`config.mk`:
```
export PLATFORM = sky130hd
export DESIGN_NAME = fir_mac_seq
export DESIGN_NICKNAME = d
export VERILOG_FILES = /design/src/rtl/fir_mac_seq_pkg.sv /design/src/rtl/fir_coef_ram.sv /design/src/rtl/fir_mac_seq.sv
export SDC_FILE = /design/constraint.sdc
export NUM_CORES = 1
export LEC_CHECK = 0
export BUFFER_PORTS_ARGS = -buffer_cell sky130_fd_sc_hd__buf_2
export CAP_MARGIN = 0
export CORE_MARGIN = 5
export CORE_UTILIZATION = 59
export CTS_CLUSTER_SIZE = 40
export DETAILED_ROUTE_END_ITERATION = 10
export PLACE_DENSITY = 0.86
export SLEW_MARGIN = 20
export SYNTH_ARGS = -nofsm -noshare
export SYNTH_HDL_FRONTEND = slang
export SYNTH_SLANG_ARGS = --single-unit
```
`constraint.sdc`:
```
create_clock -name clk -period 14 [get_ports clk]
set_input_delay 0.7 -clock clk [delete_from_list [all_inputs] [get_ports clk]]
set_output_delay 0.7 -clock clk [all_outputs]
set_load 0.005 [all_outputs]
```
`src/rtl/fir_mac_seq_pkg.sv`:
```
`default_nettype none
// +----------------------------------------------------------------------------+
// | Module      : fir_mac_seq_pkg                                              |
// | Description : Shared state encoding and default widths for the polyphase   |
// |               FIR MAC sequencer and its DSP slice.                         |
// | Revision    : 1.0 - initial release                                        |
// +----------------------------------------------------------------------------+
package fir_mac_seq_pkg;

  // Default widths, shared with the DSP MAC slice instantiated by the parent.
  localparam int c_N_TAPS       = 8;
  localparam int c_A_DATA_WIDTH = 25;
  localparam int c_B_DATA_WIDTH = 18;
  localparam int c_P_DATA_WIDTH = 48;

  // Sequencer states; encodings are fixed so the DSP side can decode them too.
  typedef enum logic [1:0] {
    IDLE  = 2'd0,
    MAC   = 2'd1,
    DRAIN = 2'd2
  } state_t;

  // True when a coefficient index addresses a real tap. Only differs from
  // "always true" when N_TAPS is not a power of two.
  function automatic logic addr_in_range(input int unsigned addr,
                                         input int unsigned n_taps);
    return addr < n_taps;
  endfunction

endpackage
`default_nettype wire

```
`src/rtl/fir_coef_ram.sv`:
```
`default_nettype none
// +----------------------------------------------------------------------------+
// | Module      : fir_coef_ram                                                 |
// | Description : N_TAPS x B_DATA_WIDTH coefficient register file, async       |
// |               reset, synchronous write, combinational read.                |
// | Revision    : 1.0 - initial release                                        |
// +----------------------------------------------------------------------------+
module fir_coef_ram
  import fir_mac_seq_pkg::*;
#(
  parameter int N_TAPS       = c_N_TAPS,
  parameter int B_DATA_WIDTH = c_B_DATA_WIDTH,
  parameter int ADDR_WIDTH   = $clog2(N_TAPS)
) (
  input  logic                           clk,
  input  logic                           rst,
  input  logic                           we_i,
  input  logic        [ADDR_WIDTH-1:0]   wr_addr_i,
  input  logic signed [B_DATA_WIDTH-1:0] wr_data_i,
  input  logic        [ADDR_WIDTH-1:0]   rd_addr_i,
  output logic signed [B_DATA_WIDTH-1:0] rd_data_o
);

  logic signed [B_DATA_WIDTH-1:0] mem_q [N_TAPS];
  logic                           wr_en_w;

  // Out-of-range indices are silently dropped rather than aliased.
  assign wr_en_w = we_i && addr_in_range(32'(wr_addr_i), N_TAPS);

  // Coefficient storage; reset clears every tap.
  always_ff @(posedge clk or posedge rst) begin
    if (rst) begin
      for (int i = 0; i < N_TAPS; i++) begin
        mem_q[i] <= '0;
      end
    end else if (wr_en_w) begin
      mem_q[wr_addr_i] <= wr_data_i;
    end
  end

  assign rd_data_o = mem_q[rd_addr_i];

endmodule
`default_nettype wire

```
`src/rtl/fir_mac_seq.sv`:
```
`default_nettype none
// +----------------------------------------------------------------------------+
// | Module      : fir_mac_seq                                                  |
// | Description : MAC sequencer for one polyphase FIR branch. Shifts samples   |
// |               into an N_TAPS window, steps w[k]*coef[k] through an         |
// |               external single-DSP MAC slice and strobes out the sum.       |
// | Revision    : 1.0 - initial release                                        |
// +----------------------------------------------------------------------------+
module fir_mac_seq
  import fir_mac_seq_pkg::*;
#(
  parameter int N_TAPS       = c_N_TAPS,
  parameter int A_DATA_WIDTH = c_A_DATA_WIDTH,
  parameter int B_DATA_WIDTH = c_B_DATA_WIDTH,
  parameter int P_DATA_WIDTH = c_P_DATA_WIDTH,
  localparam int ADDR_WIDTH  = $clog2(N_TAPS)
) (
  input  logic                           clk,
  input  logic                           rst,
  input  logic                           coef_we,
  input  logic        [ADDR_WIDTH-1:0]   coef_addr,
  input  logic signed [B_DATA_WIDTH-1:0] coef_di,
  input  logic signed [A_DATA_WIDTH-1:0] din,
  input  logic                           din_valid,
  output logic                           din_ready,
  output logic                           dsp_acc,
  output logic signed [A_DATA_WIDTH-1:0] dsp_a,
  output logic signed [B_DATA_WIDTH-1:0] dsp_b,
  input  logic signed [P_DATA_WIDTH-1:0] dsp_p,
  output logic signed [P_DATA_WIDTH-1:0] dout,
  output logic                           dout_valid
);

  localparam logic [ADDR_WIDTH-1:0] c_K_LAST = ADDR_WIDTH'(N_TAPS - 1);

  state_t                         state_q, state_d;
  logic        [ADDR_WIDTH-1:0]   k_q, k_d;
  logic signed [A_DATA_WIDTH-1:0] win_q [N_TAPS];
  logic signed [P_DATA_WIDTH-1:0] dout_q;
  logic                           dout_valid_q;
  logic signed [B_DATA_WIDTH-1:0] coef_rd_w;
  logic                           accept_w;

  // Coefficients may only change while no MAC pass is using them.
  fir_coef_ram #(
    .N_TAPS       (N_TAPS),
    .B_DATA_WIDTH (B_DATA_WIDTH),
    .ADDR_WIDTH   (ADDR_WIDTH)
  ) u_coef_ram (
    .clk       (clk),
    .rst       (rst),
    .we_i      (coef_we && (state_q == IDLE)),
    .wr_addr_i (coef_addr),
    .wr_data_i (coef_di),
    .rd_addr_i (k_q),
    .rd_data_o (coef_rd_w)
  );

  // State and tap counter registers.
  always_ff @(posedge clk or posedge rst) begin
    if (rst) begin
      state_q <= IDLE;
      k_q     <= '0;
    end else begin
      state_q <= state_d;
      k_q     <= k_d;
    end
  end

  // Next-state logic and DSP operand steering.
  always_comb begin
    state_d  = state_q;
    k_d      = k_q;
    accept_w = 1'b0;
    dsp_a    = '0;
    dsp_b    = '0;
    dsp_acc  = 1'b0;
    unique case (state_q)
      IDLE: begin
        if (din_valid) begin
          accept_w = 1'b1;
          k_d      = '0;
          state_d  = MAC;
        end
      end
      MAC: begin
        dsp_a   = win_q[k_q];
        dsp_b   = coef_rd_w;
        // First tap loads the product, the rest accumulate onto it.
        dsp_acc = (k_q != '0);
        if (k_q == c_K_LAST) begin
          k_d     = '0;
          state_d = DRAIN;
        end else begin
          k_d = k_q + ADDR_WIDTH'(1);
        end
      end
      DRAIN: begin
        // The DSP's registered output now holds the full sum.
        state_d = IDLE;
      end
      default: begin
        state_d = IDLE;
      end
    endcase
  end

  // Sample window: newest sample enters at w[0], oldest falls off the end.
  always_ff @(posedge clk or posedge rst) begin
    if (rst) begin
      for (int i = 0; i < N_TAPS; i++) begin
        win_q[i] <= '0;
      end
    end else if (accept_w) begin
      win_q[0] <= din;
      for (int i = 1; i < N_TAPS; i++) begin
        win_q[i] <= win_q[i-1];
      end
    end
  end

  // Result capture: dout holds between results, valid pulses for one cycle.
  always_ff @(posedge clk or posedge rst) begin
    if (rst) begin
      dout_q       <= '0;
      dout_valid_q <= 1'b0;
    end else begin
      dout_valid_q <= (state_q == DRAIN);
      if (state_q == DRAIN) begin
        dout_q <= dsp_p;
      end
    end
  end

  assign din_ready  = (state_q == IDLE);
  assign dout       = dout_q;
  assign dout_valid = dout_valid_q;

endmodule
`default_nettype wire

```
==> impl_metrics.env <==
export IMPL_status="completed"
export IMPL_first_global_vias=11557
export IMPL_crit_arrival_ps=3990
export IMPL_clk_pin_slew_ps=60
export IMPL_cts_made_buffers=41
export IMPL_power_density_mw_per_mm2=255
export IMPL_pin_count=192
export IMPL_grt_overflow_total=0
export IMPL_avgSynthCellArea_um2=14.7
export IMPL_ys_types=35
export IMPL_slew_viol_final=0
export IMPL_timing_worst_slew_pin_value_ps=1140
export IMPL_cts_root_buffer="clkbuf_16"
export IMPL_ir_drop_mv=0.152
export IMPL_vias=10655
export IMPL_worst_slack_ps=9310
export IMPL_clock_latency_ps=530
export IMPL_maxSlewHeadroom_pct=24.2
export IMPL_cts_buffer_depth=3
export IMPL_fp_dieW_um=184
export IMPL_portBuffers=191
export IMPL_synthesis_nets=1312
export IMPL_rows=63
export IMPL_drt_wl_total_mm=37.3
export IMPL_post_route_min_period_ps=4690
export IMPL_grt_pass1_wl_mm=61.4
export IMPL_initialDrtViolationCount=569
export IMPL_p_leak_uw=0.00923
export IMPL_grt_antenna_before_repair=0
export IMPL_finClkSkew_ps=24.2
export IMPL_postCtsSetupRepairBufs=0
export IMPL_antenna_left=0
export IMPL_fmax_mhz=213
export IMPL_hpwl_mm=22.4
export IMPL_cp_required_ps=13300
export IMPL_cts_hold_buf=0
export IMPL_synthesis_area_mm2=0.0178
export IMPL_wl_per_cell_um=20.7
export IMPL_final_layout_size_suffix_gt1_share_pct=59.7
export IMPL_fin_hold_ws_ps=339
export IMPL_final_nets=1481
export IMPL_gp_congestion=0.739
export IMPL_n_antenna_cell=0
export IMPL_synth_warnings=0
export IMPL_rsz0062_at_grt="false"
export IMPL_routed_via_density=5.92
export IMPL_grt_max_degree=120
export IMPL_core_area_mm2=0.0297
export IMPL_die_h_um=184
export IMPL_syn_inst=1211
export IMPL_tns_ps=0
export IMPL_min_path_type="input pin to async pin"
export IMPL_areaGrowthSynthToFinish_pct=14.5
export IMPL_dieArea_mm2=0.0337
export IMPL_fillers=2010
export IMPL_drt_pass1_iter_count=5
export IMPL_initial_core_util_pct=59.9
export IMPL_cp_max_fo=74
export IMPL_grt_use_total_pct=22.2
export IMPL_finalSetupViolCount=0
export IMPL_hold_viol=0
export IMPL_path_class="register to primary output"
export IMPL_period_share_pct=33.5
export IMPL_ctsHtreeMaxLevel=2
export IMPL_cp_end_kind="primary output"
export IMPL_cts_tree="done"
export IMPL_drc=0
export IMPL_ys_seq_area_share_pct=56.0
export IMPL_cts_sinks=398
export IMPL_ys_ff_latch=398
export IMPL_cts_resized=0
export IMPL_maxCapViolations=0
export IMPL_dp_slack_ps=9850
export IMPL_startpoint_type="register"
cells in the final DEF, fill, tap and decap left out, types with 3 or more instances in the layout:
cell	instances
mux2_2	544
dfrtp_1	397
buf_2	191
o22ai_1	86
nor3_1	43
clkbuf_16	43
buf_4	14
clkinv_2	11
mux2_1	10
mux2_4	10
clkbuf_1	9
clkbuf_8	6
bufinv_16	4
inv_1	3
nand2b_2	3
o31ai_1	3
nor2_4	3
ha_1	3
state kept, by name, summed over array words and instances, names as in the netlist:
| register | flops |
|---|---|
| k_q | 3 |
| dout | 48 |
| u_coef_ram.mem_q | 144 |
| dout_valid | 1 |
| state_q | 2 |
| win_q | 200 |
cells in the mapped netlist, drive strengths merged:
master,instances,area share [%]
and2b,1,0.042
mux2,564,36
o21ai,1,0.028
a21oi,1,0.028
nand2,3,0.063
or2,1,0.035
nor3,45,1.4
nor3b,1,0.042
or3b,2,0.11
o22ai,86,3.0
nor2,5,0.22
o31ai,3,0.13
nand2b,3,0.11
inv,4,0.084
dfrtp,398,56
nand3b,3,0.15
and2,2,0.070
or3,1,0.035
buf,51,1.6
nor2b,1,0.035
clkbuf,29,0.61
ha,3,0.21
nand3,3,0.11
where the power goes:
group	internal [uW]	total, uW	leakage, uW	switching (uW)
registers	1730	2100	0.00489	366
logic	1140	1980	0.00365	840
clock network	668	1110	0.000688	440
total	3540	5190	0.00923	1650
critical path, cell delays in order (launching register included):
cell	delay, ps
dfrtp_4	790
buf_4	770
buf_4	880
mux2_2	310
o22ai_1	70
nor3_1	380
buf_2	190
cell families after synthesis:
logic type,count (synthesis),share of synthesized area (%)
flops,398,56.0
fa+ha+maj,3,0.211
compound gates,91,3.21
mux,564,35.9
simple gates,71,2.41
buf+inv,84,2.27
layout make-up:
| cell class | instances | area (um^2) | area share, % |
|---|---|---|---|
| clock buffers | 58 | 1190 | 5.85 |
| clock inverters | 16 | 184 | 0.903 |
| inverters | 4 | 22.5 | 0.111 |
| multi-input cells | 729 | 7450 | 36.6 |
| flip-flops and latches | 398 | 9960 | 48.9 |
| well taps | 390 | 488 | 2.40 |
| repair buffers | 206 | 1070 | 5.26 |
through the flow:
step	utilization, %	cell area (um^2)	cells	power, uW
floorplan	-	17800	1211	3470
global placement	63.9	19000	1727	3970
detailed placement	63.9	19000	1727	4080
CTS	68.5	20400	1801	5230
global route	68.6	20400	1801	5510
finish	68.6	20400	1801	5190
per-layer routing:
layer	vias to the layer above	part of all wire, %	track usage (%)
met5	-	0	0
met4	0	2.5	6.56
met3	77	4.5	3.32
met2	240	51	38.2
met1	5518	42	29.5
li1	4820	-	-
worst paths after layout:
path	startpoint	to	slack (ps)	cells after the start
worst min register to register	win_q[131]	win_q[106]	500	1
min in group clk	din[11]	win_q[186]	400	2
worst max-delay path	k_q[0]	dsp_b[13]	9310	6
max in group asynchronous	rst	dout[4]	11390	4
worst max register to register	k_q[0]	k_q[1]	10660	6
worst min-delay path	rst	win_q[146]	340	2
Note: power is estimated with default switching activity, not from simulation.
